<file path="src/rtl/uart_pkg.sv">
// Shared UART definitions: default baud divisor, frame geometry and the
// transmit state encoding used by the serial core.
package uart_pkg;

    localparam int UART_CLKS_PER_BIT = 10417;
    localparam int UART_DATA_BITS    = 8;
    localparam int UART_FRAME_BITS   = 10;

    typedef enum logic [1:0] {
        ST_IDLE  = 2'd0,
        ST_START = 2'd1,
        ST_DATA  = 2'd2,
        ST_STOP  = 2'd3
    } uart_tx_state_t;

endpackage

</file>
<file path="src/rtl/uart_tx_core.sv">
// 8N1 transmit engine: baud counter, bit index and frame shifter. A load on
// the final stop-bit cycle chains the next frame with no idle gap.
module uart_tx_core
    import uart_pkg::*;
#(
    parameter int CLKS_PER_BIT = UART_CLKS_PER_BIT
) (
    input  logic       clk,
    input  logic       rst_n,
    input  logic       load,
    input  logic [7:0] din,
    output logic       txd,
    output logic       busy,
    output logic       last_cycle
);

    localparam int             CW       = (CLKS_PER_BIT > 1) ? $clog2(CLKS_PER_BIT) : 1;
    localparam logic [CW-1:0]  CNT_MAX  = CW'(CLKS_PER_BIT - 1);
    localparam logic [2:0]     BIT_LAST = 3'(UART_DATA_BITS - 1);

    uart_tx_state_t state_r, state_n;
    logic [CW-1:0]  cnt_r, cnt_n;
    logic [2:0]     bit_r, bit_n;
    logic [7:0]     shreg_r, shreg_n;
    logic           txd_r, txd_n;
    logic           busy_r, busy_n;
    logic           wrap_s;

    assign wrap_s     = (cnt_r == CNT_MAX);
    assign last_cycle = (state_r == ST_STOP) && wrap_s;
    assign txd        = txd_r;
    assign busy       = busy_r;

    // Next-state and next-output decode for the frame sequencer
    always_comb begin
        state_n = state_r;
        cnt_n   = cnt_r;
        bit_n   = bit_r;
        shreg_n = shreg_r;
        txd_n   = txd_r;
        busy_n  = busy_r;
        case (state_r)
            ST_IDLE: begin
                if (load) begin
                    state_n = ST_START;
                    cnt_n   = '0;
                    bit_n   = 3'd0;
                    shreg_n = din;
                    txd_n   = 1'b0;
                    busy_n  = 1'b1;
                end else begin
                    txd_n  = 1'b1;
                    busy_n = 1'b0;
                end
            end
            ST_START: begin
                if (wrap_s) begin
                    state_n = ST_DATA;
                    cnt_n   = '0;
                    bit_n   = 3'd0;
                    txd_n   = shreg_r[0];
                end else begin
                    cnt_n = cnt_r + CW'(1);
                end
            end
            ST_DATA: begin
                if (wrap_s) begin
                    cnt_n = '0;
                    if (bit_r == BIT_LAST) begin
                        state_n = ST_STOP;
                        txd_n   = 1'b1;
                    end else begin
                        // shift so the next data bit always sits at [0]
                        bit_n   = bit_r + 3'd1;
                        shreg_n = {1'b0, shreg_r[7:1]};
                        txd_n   = shreg_r[1];
                    end
                end else begin
                    cnt_n = cnt_r + CW'(1);
                end
            end
            ST_STOP: begin
                if (wrap_s) begin
                    cnt_n = '0;
                    bit_n = 3'd0;
                    if (load) begin
                        state_n = ST_START;
                        shreg_n = din;
                        txd_n   = 1'b0;
                        busy_n  = 1'b1;
                    end else begin
                        state_n = ST_IDLE;
                        txd_n   = 1'b1;
                        busy_n  = 1'b0;
                    end
                end else begin
                    cnt_n = cnt_r + CW'(1);
                end
            end
            default: begin
                state_n = ST_IDLE;
                cnt_n   = '0;
                bit_n   = 3'd0;
                shreg_n = 8'h00;
                txd_n   = 1'b1;
                busy_n  = 1'b0;
            end
        endcase
    end

    // Frame sequencer registers
    always_ff @(posedge clk) begin
        if (!rst_n) begin
            state_r <= ST_IDLE;
            cnt_r   <= '0;
            bit_r   <= 3'd0;
            shreg_r <= 8'h00;
            txd_r   <= 1'b1;
            busy_r  <= 1'b0;
        end else begin
            state_r <= state_n;
            cnt_r   <= cnt_n;
            bit_r   <= bit_n;
            shreg_r <= shreg_n;
            txd_r   <= txd_n;
            busy_r  <= busy_n;
        end
    end

endmodule

</file>
<file path="src/rtl/uart_tx_arbiter.sv">
// Round-robin sharing of one UART transmitter among N_REQ byte producers.
// Arbitration fires when the core is idle or on its final stop-bit cycle.
module uart_tx_arbiter
    import uart_pkg::*;
#(
    parameter int CLKS_PER_BIT = UART_CLKS_PER_BIT,
    parameter int N_REQ        = 4
) (
    input  logic                     clk,
    input  logic                     rst_n,
    input  logic [N_REQ-1:0]         req,
    input  logic [8*N_REQ-1:0]       req_data,
    output logic [N_REQ-1:0]         grant,
    output logic [$clog2(N_REQ)-1:0] active_id,
    output logic                     busy,
    output logic                     txd
);

    localparam int             IW      = $clog2(N_REQ);
    localparam logic [IW-1:0]  ID_LAST = IW'(N_REQ - 1);

    logic [N_REQ-1:0] grant_r, grant_n;
    logic [IW-1:0]    active_id_r, active_id_n;
    logic [IW-1:0]    rr_ptr_r, rr_ptr_n;
    logic [IW-1:0]    winner_s;
    logic [7:0]       din_s;
    logic             arb_en_s;
    logic             core_busy_s;
    logic             core_last_s;

    // First requester at or after ptr, wrapping modulo N_REQ
    function automatic logic [IW-1:0] rr_pick(input logic [N_REQ-1:0] r,
                                              input logic [IW-1:0]    ptr);
        logic [2*N_REQ-1:0] dbl;
        logic [IW:0]        sum;
        logic [IW-1:0]      win;
        logic               found;
        dbl   = {r, r} >> ptr;
        win   = '0;
        found = 1'b0;
        for (int k = 0; k < N_REQ; k++) begin
            if (!found && dbl[k]) begin
                found = 1'b1;
                sum   = {1'b0, ptr} + (IW+1)'(k);
                if (sum >= (IW+1)'(N_REQ)) begin
                    sum = sum - (IW+1)'(N_REQ);
                end else begin
                    sum = sum;
                end
                win = sum[IW-1:0];
            end else begin
                found = found;
            end
        end
        return win;
    endfunction

    assign arb_en_s = (!core_busy_s || core_last_s) && (|req);
    assign winner_s = rr_pick(req, rr_ptr_r);
    assign din_s    = req_data[{winner_s, 3'b000} +: 8];

    // Grant, active index and pointer update on an arbitration edge
    always_comb begin
        grant_n     = '0;
        active_id_n = active_id_r;
        rr_ptr_n    = rr_ptr_r;
        if (arb_en_s) begin
            grant_n     = {{(N_REQ-1){1'b0}}, 1'b1} << winner_s;
            active_id_n = winner_s;
            rr_ptr_n    = (winner_s == ID_LAST) ? '0 : winner_s + IW'(1);
        end else begin
            grant_n = '0;
        end
    end

    // Arbiter registers
    always_ff @(posedge clk) begin
        if (!rst_n) begin
            grant_r     <= '0;
            active_id_r <= '0;
            rr_ptr_r    <= '0;
        end else begin
            grant_r     <= grant_n;
            active_id_r <= active_id_n;
            rr_ptr_r    <= rr_ptr_n;
        end
    end

    assign grant     = grant_r;
    assign active_id = active_id_r;
    assign busy      = core_busy_s;

    uart_tx_core #(
        .CLKS_PER_BIT(CLKS_PER_BIT)
    ) u_core (
        .clk        (clk),
        .rst_n      (rst_n),
        .load       (arb_en_s),
        .din        (din_s),
        .txd        (txd),
        .busy       (core_busy_s),
        .last_cycle (core_last_s)
    );

endmodule

</file>
<file path="config.mk">
export PLATFORM = sky130hd
export DESIGN_NAME = uart_tx_arbiter
export DESIGN_NICKNAME = d
export VERILOG_FILES = /design/src/rtl/uart_pkg.sv /design/src/rtl/uart_tx_core.sv /design/src/rtl/uart_tx_arbiter.sv
export SDC_FILE = /design/constraint.sdc
export NUM_CORES = 1
export LEC_CHECK = 0
export ABC_CLOCK_PERIOD_IN_PS = 2730
export CAP_MARGIN = 20
export CORE_MARGIN = 2
export CORE_UTILIZATION = 40
export CTS_BUF_LIST = sky130_fd_sc_hd__clkbuf_2
export CTS_CLUSTER_DIAMETER = 150
export DETAILED_ROUTE_END_ITERATION = 8
export PLACE_DENSITY_LB_ADDON = 0.15
export REMOVE_ABC_BUFFERS = 1
export SETUP_SLACK_MARGIN = 0.5
export SLEW_MARGIN = 15
export SYNTH_ARGS = -nofsm -noshare
export SYNTH_HDL_FRONTEND = slang
export SYNTH_SLANG_ARGS = --single-unit
</file>
<file path="constraint.sdc">
create_clock -name clk -period 2.73 [get_ports clk]
set_input_delay 0.546 -clock clk [delete_from_list [all_inputs] [get_ports clk]]
set_output_delay 0.546 -clock clk [all_outputs]
set_load 0.02 [all_outputs]
</file>
Word-level counts from Yosys, hierarchy flattened
Index checks and enable logic that the tools add are counted.
- bits in registers: 37
- bits of input ports: 38
- output and inout bits: 8
- logic and storage cells: 102
- add/subtract/negate cells: 10
- order comparisons: 4
- equal/unequal tests: 13
- shifts and indexed selects: 3
- mux-type cells: 41
- reduce and logical (&&, ||, !) cells: 22
- operators by type and width (operator ; count):
    8-bit two-way mux ; 4
    32-bit by 6-bit variable part select with 8-bit output ; 1
    14-bit two-way mux ; 2
    2-bit two-way mux ; 14
    14-bit one-hot mux with 2 select lines ; 1
    8-bit one-hot mux with 3 select lines ; 1
    14-bit by 1-bit adder with 14-bit output, second input constant ; 1
    14-bit equality test, second input constant ; 1
    3-bit two-way mux ; 4
    1-bit two-way mux ; 11
    2-bit by 1-bit inequality test with 1-bit output, second input constant ; 5
    3-bit greater-or-equal comparator, second input constant ; 3
    3-bit one-hot mux with 3 select lines ; 1
    2-bit one-hot mux with 4 select lines ; 1
    4-bit AND reduction ; 2
    8-bit by 2-bit right shift with 4-bit output ; 1
    2-bit by 1-bit subtractor with 2-bit output, second input constant ; 4
    2-bit by 2-bit adder with 3-bit output, second input constant ; 2
    2-bit equality test, second input constant ; 3
    1-bit logical AND ; 5
    5-bit AND reduction ; 1
    1-bit logical NOT ; 4
    2-bit inequality test, second input constant ; 2
    1-bit one-hot mux with 4 select lines ; 1
    17 further kinds ; 18

Longest topological paths before layout
- word-level depth: 15
- depth in mapped cells: 9
- mapped depth without buffers: 8

Hierarchy
A second synthesis with hierarchy kept.
- cell total of the unflattened synthesis: 262
- area, all modules: 2389.8 sq um
- by module, submodules not included (module ; instances ; cells an instance ; area each (sq um) ; seq. area each (sq um)):
    uart_tx_core ; 1 ; 196 ; 1746.7 ; 580.6
    uart_tx_arbiter ; 1 ; 66 ; 643.1 ; 160.2

Worst setup path before layout
OpenSTA, ideal clock, no wires.
- path kind: reg-to-reg
- start point: register u_core.cnt_r[3]
- end point: register u_core.shreg_r[1]
- library setup time: 0.122 ns
- data arrival time: 2.136 ns
- data required time: 2.608 ns
- slack: 0.473 ns
- stages on the path, launching flop included: 7
- path buffers: 1
- clock period less this slack: 2.257 ns
- path through: dfxtp_1 or4b_4 nor4_4 a21oi_1 clkbuf_1 a211o_1 o311a_1
- word-level cells in the longest chain between the ends: 7
- elaborated cells on any way between the ends: 10
- those cells by class: 3 x eq/ne; 3 x mux; 4 x reduce/logical
- ends and longest elaborated chain (item ; line ; RTL):
    start, declared ; uart_tx_core.sv:22 ; logic [CW-1:0] cnt_r, cnt_n;
    start signal, assigned ; uart_tx_core.sv:122 ; cnt_r <= cnt_n;
    14-bit equality test (*) ; uart_tx_core.sv:29 ; assign wrap_s = (cnt_r == CNT_MAX);
    1-bit logical AND ; uart_tx_core.sv:30 ; assign last_cycle = (state_r == ST_STOP) && wrap_s;
    1-bit logical OR ; uart_tx_arbiter.sv:58 ; assign arb_en_s = (!core_busy_s || core_last_s) && (|req);
    1-bit logical AND ; uart_tx_arbiter.sv:58 ;
    8-bit two-way mux (2 in series) ; - ;
    8-bit one-hot mux with 3 select lines ; - ;
    end signal, assigned ; uart_tx_core.sv:124 ; shreg_r <= shreg_n;
    end, declared ; uart_tx_core.sv:24 ; logic [7:0] shreg_r, shreg_n;
Mark *: on every way between the ends. The rest lies on a longest branch, timed or not. The select of a mux whose other input is x is not followed.
A chain may end at the register's enable or synchronous reset.

Worst setup path in the final report
- start point: register u_core.cnt_r[3]
- end point: register u_core.shreg_r[0]
Same word-level chain as after synthesis.

==> run metrics <==
Initial Utilization a little over two fifths; Distinct cells, synth 52; Yosys top cell by area dfxtp_1; drt via density 5.61; placed inst area 2910 µm²; Detailed Routing Iterations Pass 1 4; WHS Path Cells 2; Routed Wire Length between 6 and 7 mm; H-tree levels 2; Pwr Density ~880 nW/µm²; routed len/inst approximately 14 µm; critical path class reg2reg; num ports 46; largest net degree at the start of global routing 19; CTS Buffer Depth 2; Cell Rows 27; clk_lat worst skew around 390 ps; crit path launch type flop; RSZ-0062 raised after global routing true; first-pass GRT wire length between 10 and 15 mm; dpl hpwl ~4.6 mm; final setup TNS 0 ps; Tmin final roughly 2200 ps; f_max approximately 0.46 GHz; DR vias about 2,400; Post-Route Skew 20.5 ps; post-synth top area share a little under a third; r2r worst-path depth 6; worst slew pin tran between 500 and 600 ps; status finished, final reports clean; Max-Cap Viols 0; Clk Tree Root Cell clkbuf_2; die width between 80 and 90 µm; initial drt markers 112; peak supply drop approximately 0.00044 V; ranking of synthesized cells by area dfxtp_1, a21oi_1, ha_1; count of final setup violators 0; Slew Limit Fails 0; Post-synth EDFFs 0; CTS buffer count 5; Port-buffer cells 45; CTS sink count 37; Final nets slightly below 400; final design utilization between 50 and 60%; synthesized area per cell 8.11 µm²; Total GRT Usage around 20%; arrival time at the worst endpoint about 2500 ps; clock slew at reported path FFs 190 ps; dominant synthesized flop cell dfxtp_1; vias in the first global route approximately 2,200; DP Worst Slack approximately 210 ps; WP data required ~3000 ps; Area Growth Syn to Fin 36.0%; Antenna diodes 0; post-route ant nets 0; DRC Markers 0; setup ws final between 500 and 600 ps; Syn Inst Count approximately 290; Ys Warns 0; CTS tree built; Worst Setup End Kind flop; initial antenna violation count 0; Hold WC Path Type reg2reg; core area 5540 µm²; Synth Cell Area ~2300 µm²; Slew HR just over 60%; Die Y 80.2 µm; Static Leakage 1.26 nW; Final Cycle Share roughly four fifths; cts hold-fix bufs 0; die area ~6400 µm²; design area about 3200 µm²; Post-synth ARST share 0%; Design Power approximately 0.0028 W; final global-route overflow total 0; flops & latches, synth 37; Final Hold Viols 0; RD Place Congestion about 0.88; CP max FO 16; share of cells above drive strength 1 between 10% and 20%; sequential share of the synthesized area 31.9%
## final cells by class
class,count,area [µm²]
Multi-Input combinational cell,224,1550
Clock inverter,3,65.1
Fill cell,533,2380
Timing Repair Buffer,67,636
Clock buffer,5,25.0
Sequential cell,37,749
Tap cell,72,90.1
Inverter,12,45.0
## flip-flops by register name, summed over array words and instances (netlist names)
name and cells:
u_core.state_r 2, u_core.busy 1, u_core.bit_r 3, rr_ptr_r 2
u_core.cnt_r 14, u_core.shreg_r 8, u_core.txd 1, grant 4
active_id 2
## where the power goes
group          internal, W  switching, W  total (W)
Combinational     0.000749      0.000838    0.00159
Clock             0.000245      0.000185   0.000430
Sequential        0.000660     0.0000948   0.000755
Total              0.00165       0.00112    0.00277
## critical path, stage by stage (launching register included)
cell and delay (ps):
dfxtp_4 390, or4b_4 570, nor4_4 240, a21oi_1 120, buf_4 190, a311o_1 320, o311a_1 290
## logic make-up (layout without fill, tap and decap cells)
logic type	Yosys count	in the layout	synth area share (%)
adders and majority gates	10	10	5.39
AOI/OAI and AO/OA	105	105	30.8
xor gates and xnor gates	6	6	2.27
muxes	5	5	2.16
and+or+nand+nor	98	98	23.2
DFF	37	37	31.9
buffers and inverters	25	87	4.21
## cell usage after synthesis (all sizes together), types with 3 or more instances
cell type,number
o31ai,6
nand2,18
o211ai,5
nand2b,9
mux2i,5
or4,4
nor4,4
nor2,24
o21ai,24
ha,10
and3,5
nand3,19
clkbuf,9
a211oi,5
o21bai,8
buf,4
o311a,7
a21oi,25
a211o,7
xor2,5
dfxtp,37
inv,11
o22ai,3
## routing by layer
layer / up-vias / global-route usage [%] / part of all wire (%)
li1: 1193 / - / -
met1: 1102 / 27.9 / 49
met2: 57 / 31.6 / 45
met3: 5 / 3.37 / 4.1
met4: 0 / 4.92 / 1.1
met5: - / 0 / 0
## cells in the final DEF, fill, tap and decap left out, drive strengths merged, types with 3 or more instances in the layout
| master | instances |
|---|---|
| a211o | 7 |
| a211oi | 5 |
| a21oi | 25 |
| and3 | 5 |
| buf | 22 |
| clkbuf | 5 |
| clkdlybuf4s50 | 45 |
| dfxtp | 37 |
| ha | 10 |
| inv | 11 |
| mux2i | 5 |
| nand2 | 18 |
| nand2b | 9 |
| nand3 | 19 |
| nor2 | 24 |
| nor4 | 4 |
| o211ai | 5 |
| o21ai | 24 |
| o21bai | 8 |
| o22ai | 3 |
| o311a | 7 |
| o31ai | 6 |
| or4 | 4 |
| xor2 | 5 |
## final timing paths
path                                      start           endpoint  slack, ps
worst max-delay path            u_core.cnt_r[3]  u_core.shreg_r[0]        530
worst min-delay path            u_core.bit_r[1]    u_core.bit_r[1]        490
worst max register to register  u_core.cnt_r[3]  u_core.shreg_r[0]        530
worst min register to register  u_core.bit_r[1]    u_core.bit_r[1]        490
## metrics by stage
| stage | hold slack (ps) | instances |
|---|---|---|
| floorplan | 450 | 273 |
| detailed placement | 474 | 403 |
| finish | 493 | 420 |
| global placement | 458 | 403 |
| global route | 525 | 420 |
| CTS | 497 | 414 |
## repair_timing
item,CTS,global route
resized for setup,5,16
pin swaps,2,6
endpoints found under the setup margin,13,19
buffers inserted,3,6
(Power assumes the default switching activity.)
